File: src/rtl/lcd_avalon_driver.sv
// Avalon-MM byte slave that turns each write into a timed HD44780 8-bit bus cycle.
// Optional power-on init sequence (0x38, 0x0C, 0x01, 0x06) enabled by defining LCD_INIT_SEQ_EN.
module lcd_avalon_driver #(
  parameter int SETUP_CYCLES      = 2,
  parameter int PULSE_CYCLES      = 12,
  parameter int HOLD_CYCLES       = 2,
  parameter int CMD_WAIT_CYCLES   = 2000,
  parameter int CLEAR_WAIT_CYCLES = 82000,
  parameter int POWERUP_CYCLES    = 750000
) (
  input  logic       clk,
  input  logic       reset,
  input  logic       address,
  input  logic       chipselect,
  input  logic       byteenable,
  input  logic       read,
  input  logic       write,
  input  logic [7:0] writedata,
  output logic       waitrequest,
  output logic [7:0] readdata,
  output logic [1:0] response,
  output logic [7:0] LCD_DATA,
  output logic       LCD_RS,
  output logic       LCD_RW,
  output logic       LCD_EN,
  output logic       LCD_ON,
  output logic       LCD_BLON
);

  localparam int MAX_A   = (SETUP_CYCLES > PULSE_CYCLES) ? SETUP_CYCLES : PULSE_CYCLES;
  localparam int MAX_B   = (MAX_A > HOLD_CYCLES) ? MAX_A : HOLD_CYCLES;
  localparam int MAX_C   = (MAX_B > CMD_WAIT_CYCLES) ? MAX_B : CMD_WAIT_CYCLES;
  localparam int MAX_D   = (MAX_C > CLEAR_WAIT_CYCLES) ? MAX_C : CLEAR_WAIT_CYCLES;
  localparam int MAX_CYC = (MAX_D > POWERUP_CYCLES) ? MAX_D : POWERUP_CYCLES;
  localparam int CW      = $clog2(MAX_CYC + 1);

  localparam logic [CW-1:0] L_SETUP = CW'(SETUP_CYCLES - 1);
  localparam logic [CW-1:0] L_PULSE = CW'(PULSE_CYCLES - 1);
  localparam logic [CW-1:0] L_HOLD  = CW'(HOLD_CYCLES - 1);
  localparam logic [CW-1:0] L_CMD   = CW'(CMD_WAIT_CYCLES - 1);
  localparam logic [CW-1:0] L_CLEAR = CW'(CLEAR_WAIT_CYCLES - 1);

  localparam logic [2:0] S_IDLE  = 3'd0;
  localparam logic [2:0] S_SETUP = 3'd1;
  localparam logic [2:0] S_PULSE = 3'd2;
  localparam logic [2:0] S_HOLD  = 3'd3;
  localparam logic [2:0] S_WAIT  = 3'd4;
  localparam logic [2:0] S_DONE  = 3'd5;
`ifdef LCD_INIT_SEQ_EN
  localparam logic [2:0] S_INIT  = 3'd6;
  localparam logic [2:0] RESET_STATE = S_INIT;
  localparam logic [CW-1:0] RESET_CNT = CW'(POWERUP_CYCLES - 1);
`else
  localparam logic [2:0] RESET_STATE = S_IDLE;
  localparam logic [CW-1:0] RESET_CNT = '0;
`endif

  logic [2:0]    state;
  logic [CW-1:0] cnt;
  logic          req;
  logic          clear_cmd;
  logic          cnt_zero;
  logic          unused_byteenable;

  assign req         = chipselect & (write | read);
  assign waitrequest = req & (state != S_DONE);
  assign readdata    = 8'h00;
  assign LCD_RW      = 1'b0;
  assign LCD_ON      = 1'b1;
  assign LCD_BLON    = 1'b1;
  assign cnt_zero    = (cnt == '0);
  assign unused_byteenable = byteenable;

  // Clear (0x01) and return-home (0x02) need the long busy time; data bytes never do.
  assign clear_cmd = ~LCD_RS & ((LCD_DATA == 8'h01) | (LCD_DATA == 8'h02));

`ifdef LCD_INIT_SEQ_EN
  logic [1:0] init_idx;
  logic       init_busy;

  function automatic logic [7:0] init_byte(input logic [1:0] idx);
    case (idx)
      2'd0:    init_byte = 8'h38;
      2'd1:    init_byte = 8'h0C;
      2'd2:    init_byte = 8'h01;
      default: init_byte = 8'h06;
    endcase
  endfunction
`endif

  always_ff @(posedge clk or posedge reset) begin
    if (reset) begin
      state    <= RESET_STATE;
      cnt      <= RESET_CNT;
      LCD_EN   <= 1'b0;
      LCD_RS   <= 1'b0;
      LCD_DATA <= 8'h00;
      response <= 2'b00;
`ifdef LCD_INIT_SEQ_EN
      init_idx  <= 2'd0;
      init_busy <= 1'b1;
`endif
    end else begin
      case (state)
        S_IDLE: begin
          if (chipselect & write) begin
            LCD_RS   <= address;
            LCD_DATA <= writedata;
            response <= 2'b00;
            cnt      <= L_SETUP;
            state    <= S_SETUP;
          end else if (chipselect & read) begin
            response <= 2'b10;
            cnt      <= '0;
            state    <= S_DONE;
          end
        end
        S_SETUP: begin
          if (cnt_zero) begin
            LCD_EN <= 1'b1;
            cnt    <= L_PULSE;
            state  <= S_PULSE;
          end else begin
            cnt <= cnt - 1'b1;
          end
        end
        S_PULSE: begin
          if (cnt_zero) begin
            LCD_EN <= 1'b0;
            cnt    <= L_HOLD;
            state  <= S_HOLD;
          end else begin
            cnt <= cnt - 1'b1;
          end
        end
        S_HOLD: begin
          if (cnt_zero) begin
            cnt   <= clear_cmd ? L_CLEAR : L_CMD;
            state <= S_WAIT;
          end else begin
            cnt <= cnt - 1'b1;
          end
        end
        S_WAIT: begin
          if (cnt_zero) begin
`ifdef LCD_INIT_SEQ_EN
            // Internal init commands chain straight into the next one with no Avalon handshake.
            if (init_busy) begin
              if (init_idx == 2'd3) begin
                init_busy <= 1'b0;
                cnt       <= '0;
                state     <= S_IDLE;
              end else begin
                init_idx <= init_idx + 2'd1;
                LCD_DATA <= init_byte(init_idx + 2'd1);
                cnt      <= L_SETUP;
                state    <= S_SETUP;
              end
            end else begin
              cnt   <= '0;
              state <= S_DONE;
            end
`else
            cnt   <= '0;
            state <= S_DONE;
`endif
          end else begin
            cnt <= cnt - 1'b1;
          end
        end
        S_DONE: begin
          cnt   <= '0;
          state <= S_IDLE;
        end
`ifdef LCD_INIT_SEQ_EN
        S_INIT: begin
          if (cnt_zero) begin
            LCD_RS   <= 1'b0;
            LCD_DATA <= init_byte(2'd0);
            cnt      <= L_SETUP;
            state    <= S_SETUP;
          end else begin
            cnt <= cnt - 1'b1;
          end
        end
`endif
        default: begin
          cnt   <= '0;
          state <= S_IDLE;
        end
      endcase
    end
  end

endmodule
File: config.mk
export PLATFORM = sky130hd
export DESIGN_NAME = lcd_avalon_driver
export DESIGN_NICKNAME = d
export VERILOG_FILES = /design/src/rtl/lcd_avalon_driver.sv
export SDC_FILE = /design/constraint.sdc
export NUM_CORES = 1
export LEC_CHECK = 0
export ABC_AREA = 1
export CAP_MARGIN = 0
export CELL_PAD_IN_SITES_DETAIL_PLACEMENT = 1
export CELL_PAD_IN_SITES_GLOBAL_PLACEMENT = 2
export CORE_MARGIN = 3
export CORE_UTILIZATION = 32
export CTS_CLUSTER_DIAMETER = 200
export DETAILED_ROUTE_END_ITERATION = 16
export PLACE_DENSITY = 0.95
export SLEW_MARGIN = 5
export SYNTH_ARGS = -nofsm -noshare
export SYNTH_HDL_FRONTEND = slang
export SYNTH_SLANG_ARGS = --single-unit
File: constraint.sdc
create_clock -name clk -period 4.48 [get_ports clk]
set_clock_uncertainty 0.15 [all_clocks]
set_input_delay 1.344 -clock clk [delete_from_list [all_inputs] [get_ports clk]]
set_output_delay 1.344 -clock clk [all_outputs]
set_load 0.01 [all_outputs]
* After elaboration in Yosys (flattened, before gate mapping) *
Cells that the tools add are included.

storage, ports and cells
  word-level logic and storage cells = 55
  output and inout port bits = 24
  bits in registers = 35
  input port bits = 15

cells by class
  bitwise gates (word level) = 8
  add/sub/neg operators = 1
  eq/ne operators = 12
  multiplexer cells = 20
  reductions and logical operators = 8

operators with widths
  kind                                                                    number
  20-bit 2-to-1 mux                                                       6
  20-bit one-hot mux with 5 select lines                                  1
  20-bit zero test                                                        1
  20-bit by 1-bit subtractor with 20-bit output (second input constant)   1
  3-bit 2-to-1 mux                                                        6
  17-bit 2-to-1 mux                                                       1
  3-bit one-hot mux with 5 select lines                                   1
  8-bit by 1-bit equality test with 1-bit output (second input constant)  1
  8-bit by 2-bit equality test with 1-bit output (second input constant)  1
  2-bit != test (second input constant)                                   4
  3-bit by 2-bit equality test with 1-bit output (second input constant)  2
  3-bit != test (second input constant)                                   2
  1-bit bitwise AND                                                       5
  5-bit AND reduction                                                     1
  2-bit 2-to-1 mux                                                        2
  2-bit AND reduction                                                     2
  2-bit nonzero test                                                      2
  3-bit by 1-bit equality test with 1-bit output (second input constant)  1
  3-bit equality test (second input constant)                             1
  3-bit zero test                                                         1
  3-bit AND reduction                                                     1
  1-bit 2-to-1 mux                                                        2
  1-bit bitwise OR                                                        2
  1-bit one-hot mux with 2 select lines                                   1
  1-bit NOT                                                               1

* Logic depth before layout (Yosys ltp) *
  word-level depth = 6
  mapped depth = 10
  depth with buffers taken out = 10

* Worst setup path after synthesis *
Ideal clock, no wire load.

  path type = in2out
  from = input write
  to = output waitrequest
  setup slack = 1211 ps
  stages = 4
  required time = 2986 ps
  arrival time = 1775 ps
  path buffers = 0
  path through = nand2_1 > nand2_1 > o31ai_1 > inv_1

on the way
  longest elaborated chain between the ends = 3

RTL lines
  item               line  source
  from (decl)        17    input logic write,
  1-bit bitwise OR   65    assign req = chipselect & (write | read);
  1-bit bitwise AND  65
  1-bit bitwise AND  66    assign waitrequest = req & (state != S_DONE);
  to (decl)          19    output logic waitrequest,

No other way between the ends.

* Worst setup path after layout *
  from = input chipselect
  to = output waitrequest

on the way
  longest elaborated chain between the ends = 2

RTL lines
  item               line  source
  from (decl)        14    input logic chipselect,
  1-bit bitwise AND  65
  1-bit bitwise AND  66

No other way between the ends.

==> flow_results.xml <==
<?xml version="1.0" encoding="UTF-8"?>
<metrics>
  <group name="sta">
    <metric name="worst_max_slew_pin_slew" unit="ns">0.544</metric>
    <metric name="period_utilization" unit="%">94.8</metric>
    <metric name="finalWorstPathRequiredPeriod" unit="ns">4.25</metric>
    <metric name="worst_slack" unit="ns">0.235</metric>
    <metric name="setup_repair_after_global_routing_missed_its_margin" unit="">no</metric>
    <metric name="slew_violations" unit="">0</metric>
    <metric name="final_hold_viol_count" unit="">0</metric>
    <metric name="fin_setup_tns" unit="ns">0</metric>
    <metric name="timing.fmax" unit="GHz">0.236</metric>
    <metric name="setup_viol" unit="">0</metric>
    <metric name="slew_headroom" unit="%">63.4</metric>
  </group>
  <group name="yosys">
    <metric name="synth.ff_latch_count" unit="">34</metric>
    <metric name="synth.yosys.warnings" unit="">0</metric>
    <metric name="ys_dominant_reg_cell" unit="">sky130_fd_sc_hd__dfrtp_1</metric>
    <metric name="syn-instance-count" unit="">327</metric>
    <metric name="synthSimpleGateAreaFrac" unit="%">42.5</metric>
    <metric name="distinct_cells_synth" unit="">32</metric>
    <metric name="netlist_area" unit="um^2">2280</metric>
    <metric name="yosys.area_share.xor_xnor" unit="%">3.46</metric>
    <metric name="syn-mean-instance-area" unit="um^2">6.96</metric>
    <metric name="synth_compound_area_share" unit="%">4.51</metric>
    <metric name="yosys-mux-area-fraction" unit="%">0</metric>
    <metric name="synth-adder-area-share" unit="%">1.10</metric>
    <metric name="asyncSetResetFlopFracSynth" unit="%">100</metric>
    <metric name="synth_edf_count" unit="">0</metric>
    <metric name="yosysSeqAreaShare" unit="%">37.4</metric>
    <metric name="synth_top_family_by_area" unit="">simple AND/OR/NAND/NOR gates</metric>
  </group>
  <group name="pwr">
    <metric name="ir_drop" unit="V">0.000118</metric>
    <metric name="standby_leakage_power" unit="nW">1.27</metric>
    <metric name="power.density_cell_area" unit="nW/um^2">248</metric>
  </group>
  <group name="setup_path">
    <metric name="timing.setup.critical_path_class" unit="">input port to primary output</metric>
    <metric name="timing.reg2reg.setup_slack" unit="ns">2.37</metric>
    <metric name="setup.worst_path.end_class" unit="">primary output</metric>
    <metric name="critical_path_required" unit="ns">2.99</metric>
    <metric name="worst_ep_arrival" unit="ns">2.75</metric>
    <metric name="top_fanout_value_on_the_critical_path" unit="">3</metric>
    <metric name="r2r_end" unit="">cnt[1]$_DFFE_PP0N_</metric>
    <metric name="ff2ff_path_depth" unit="">7</metric>
    <metric name="worstReg2RegStart" unit="">cnt[0]$_DFFE_PP0N_</metric>
    <metric name="crit_path_start_kind" unit="">input port</metric>
    <metric name="worst_setup_path_startpoint" unit="">chipselect</metric>
    <metric name="critical_path.endpoint" unit="">waitrequest</metric>
  </group>
  <group name="clock_network">
    <metric name="cts_hold_buffers" unit="">0</metric>
    <metric name="clk_lat_worst_skew" unit="ns">0.29</metric>
    <metric name="tritoncts_clock_tree" unit="">yes</metric>
    <metric name="clk_pin_slew_worst_paths" unit="ns">0.08</metric>
    <metric name="postCtsSetupRepairBufs" unit="">0</metric>
    <metric name="clock_sink_count" unit="">34</metric>
    <metric name="cts-buffers-inserted" unit="">5</metric>
    <metric name="cts_max_level" unit="">2</metric>
    <metric name="ctsLongestPathBuffers" unit="">2</metric>
    <metric name="cts_repair_resize_count" unit="">0</metric>
    <metric name="cts.root.buffer_cell" unit="">sky130_fd_sc_hd__clkbuf_8</metric>
  </group>
  <group name="min_path">
    <metric name="min-delay-start" unit="">response[1]$_DFFE_PP0P_</metric>
    <metric name="hold_path.class" unit="">register to register</metric>
  </group>
  <group name="place">
    <metric name="placer_congestion" unit="">0.826</metric>
    <metric name="placed_wire_length_estimate" unit="um">4810</metric>
    <metric name="io_buffers" unit="">25</metric>
    <metric name="place_worst_setup_slack" unit="ns">0.220</metric>
    <metric name="dpl-instance-area" unit="um^2">2610</metric>
  </group>
  <group name="floorplanning">
    <metric name="die-area" unit="um^2">8160</metric>
    <metric name="placement_rows" unit="">30</metric>
    <metric name="initial_utilization" unit="%">33.3</metric>
    <metric name="die_x" unit="um">90.3</metric>
    <metric name="die-height" unit="um">90.3</metric>
    <metric name="io_pins" unit="">39</metric>
    <metric name="std_cell_core_area" unit="um^2">6830</metric>
  </group>
  <group name="grt">
    <metric name="grt_pass1_vias" unit="">2184</metric>
    <metric name="grt_max_degree" unit="">35</metric>
    <metric name="grt_antenna_before_repair" unit="">0</metric>
    <metric name="grt_first_pass_wirelength" unit="um">10600</metric>
    <metric name="gr-total-overflow" unit="">0</metric>
    <metric name="globalRouteTotalUtil" unit="%">15.9</metric>
  </group>
  <group name="flow_run">
    <metric name="timing.max_cap.violations" unit="">0</metric>
  </group>
  <group name="drt">
    <metric name="number_of_drc_violations_after_detailed_routing_iteration_0" unit="">112</metric>
    <metric name="detail-route-antenna-nets" unit="">0</metric>
    <metric name="vias_per_cell" unit="">4.70</metric>
    <metric name="drt-total-wl" unit="um">6150</metric>
    <metric name="via_count" unit="">2138</metric>
    <metric name="drt_drc_violations_left" unit="">0</metric>
    <metric name="firstDrtPassIters" unit="">4</metric>
    <metric name="average_wire_per_standard_cell" unit="um">13.5</metric>
  </group>
  <group name="cells_and_area">
    <metric name="final_design_area_no_fill" unit="um^2">2720</metric>
    <metric name="fillerInstances" unit="">912</metric>
    <metric name="utilization" unit="%">39.8</metric>
    <metric name="layout-area-overhead-vs-synth" unit="%">19.5</metric>
    <metric name="insertedDiodeCount" unit="">0</metric>
    <metric name="fraction_of_final_layout_cells_sized_beyond_drive_strength_1" unit="%">10.3</metric>
    <metric name="design.final.nets" unit="">375</metric>
  </group>
  <group name="run_status">
    <metric name="outcome" unit="">complete, no violations</metric>
  </group>
</metrics>
## flip-flops by register name (all words and copies together), names as in the netlist
| signal | count |
|---|---|
| LCD_DATA | 8 |
| LCD_EN | 1 |
| LCD_RS | 1 |
| cnt | 20 |
| response | 1 |
| state | 3 |
## placed cells by master, fill, tap and decap left out
cell	n
sky130_fd_sc_hd__nand2_1	100
sky130_fd_sc_hd__nor2_1	49
sky130_fd_sc_hd__dfrtp_1	34
sky130_fd_sc_hd__inv_1	31
sky130_fd_sc_hd__nand3_1	26
sky130_fd_sc_hd__clkdlybuf4s50_1	25
sky130_fd_sc_hd__conb_1	12
sky130_fd_sc_hd__xor2_1	8
sky130_fd_sc_hd__nor2_2	7
sky130_fd_sc_hd__nor3_1	6
sky130_fd_sc_hd__o21ai_0	6
sky130_fd_sc_hd__inv_2	5
sky130_fd_sc_hd__o21ai_1	5
sky130_fd_sc_hd__nand4_1	5
sky130_fd_sc_hd__a21oi_1	5
sky130_fd_sc_hd__clkbuf_8	5
sky130_fd_sc_hd__nand2_2	3
sky130_fd_sc_hd__nor2_4	3
sky130_fd_sc_hd__buf_4	3
sky130_fd_sc_hd__nand2_4	2
sky130_fd_sc_hd__nand3_4	2
sky130_fd_sc_hd__and2_1	2
sky130_fd_sc_hd__ha_1	2
sky130_fd_sc_hd__clkinvlp_4	2
sky130_fd_sc_hd__nand3_2	1
sky130_fd_sc_hd__nor2_8	1
sky130_fd_sc_hd__xnor2_1	1
sky130_fd_sc_hd__clkinv_4	1
sky130_fd_sc_hd__or2_2	1
sky130_fd_sc_hd__o211ai_1	1
sky130_fd_sc_hd__and2_0	1
sky130_fd_sc_hd__nand3b_1	1
sky130_fd_sc_hd__o31ai_1	1
sky130_fd_sc_hd__o21a_1	1
sky130_fd_sc_hd__bufinv_16	1
## cell usage after synthesis, types with 5 or more instances
cell                        n  share of area, %
sky130_fd_sc_hd__nand2_1  100                16
sky130_fd_sc_hd__nor2_1    49               8.1
sky130_fd_sc_hd__dfrtp_1   34                37
sky130_fd_sc_hd__inv_1     31               5.1
sky130_fd_sc_hd__nand3_1   26               5.7
sky130_fd_sc_hd__buf_4     12               4.0
sky130_fd_sc_hd__xor2_1     8               3.1
sky130_fd_sc_hd__nor2_2     7               1.9
sky130_fd_sc_hd__nor3_1     6               1.3
sky130_fd_sc_hd__o21ai_0    6               1.3
sky130_fd_sc_hd__a21oi_1    5               1.1
sky130_fd_sc_hd__inv_2      5              0.82
sky130_fd_sc_hd__nand4_1    5               1.4
sky130_fd_sc_hd__o21ai_1    5               1.1
## cell families (layout without fill, tap and decap cells)
family	Yosys count	after routing
xor gates and xnor gates	9	9
AOI/OAI and AO/OA	19	19
buffers and inverters	51	73
and+or+nand+nor	210	210
DFF	34	34
other	2	12
adders and majority gates	2	2
## report_power, final
group	switching [mW]	internal (mW)
logic	0.0289	0.0268
clock network	0.132	0.166
registers	0.00815	0.314
## area by class of cell
| type | count | area [um^2] | area share [%] |
|---|---|---|---|
| clock buffers | 5 | 68.8 | 2.53 |
| clock inverters | 3 | 45.0 | 1.66 |
| inverters | 37 | 144 | 5.29 |
| multi-input cells | 252 | 1220 | 44.8 |
| flip-flops and latches | 34 | 851 | 31.3 |
| well taps | 96 | 120 | 4.42 |
| repair buffers | 28 | 273 | 10.0 |
## critical path: stages
cell	delay, ns
sky130_fd_sc_hd__clkdlybuf4s50_1	0.50
sky130_fd_sc_hd__nand2_1	0.13
sky130_fd_sc_hd__nand2_1	0.13
sky130_fd_sc_hd__o31ai_1	0.08
sky130_fd_sc_hd__inv_1	0.05
sky130_fd_sc_hd__clkdlybuf4s50_1	0.52
## through the flow
stage,total power [mW],std cells,hold WS (ns)
floorplan,0.362,337,0.331
global placement,0.383,447,0.331
detailed placement,0.385,447,0.334
CTS,0.682,455,0.359
global route,0.703,455,0.391
finish,0.675,455,0.353
## per-layer routing
| metal | track usage [%] | routed length (um) | vias to the layer above |
|---|---|---|---|
| li1 | - | - | 1059 |
| met1 | 21.1 | 2960 | 1034 |
| met2 | 27.3 | 2960 | 39 |
| met3 | 2.25 | 167 | 6 |
| met4 | 3.95 | 65 | 0 |
| met5 | 0 | 0 | - |
## how the worst min path moves through the flow
stage,endpoint,slack [ns],cells after the start
after floorplan,cnt[1]$_DFFE_PP0N_,0.33,2
after global placement,response[1]$_DFFE_PP0P_,0.33,1
after detailed placement,response[1]$_DFFE_PP0P_,0.33,1
after CTS,response[1]$_DFFE_PP0P_,0.36,1
after global routing,response[1]$_DFFE_PP0P_,0.39,1
final,response[1]$_DFFE_PP0P_,0.35,1
(Power assumes the default switching activity.)
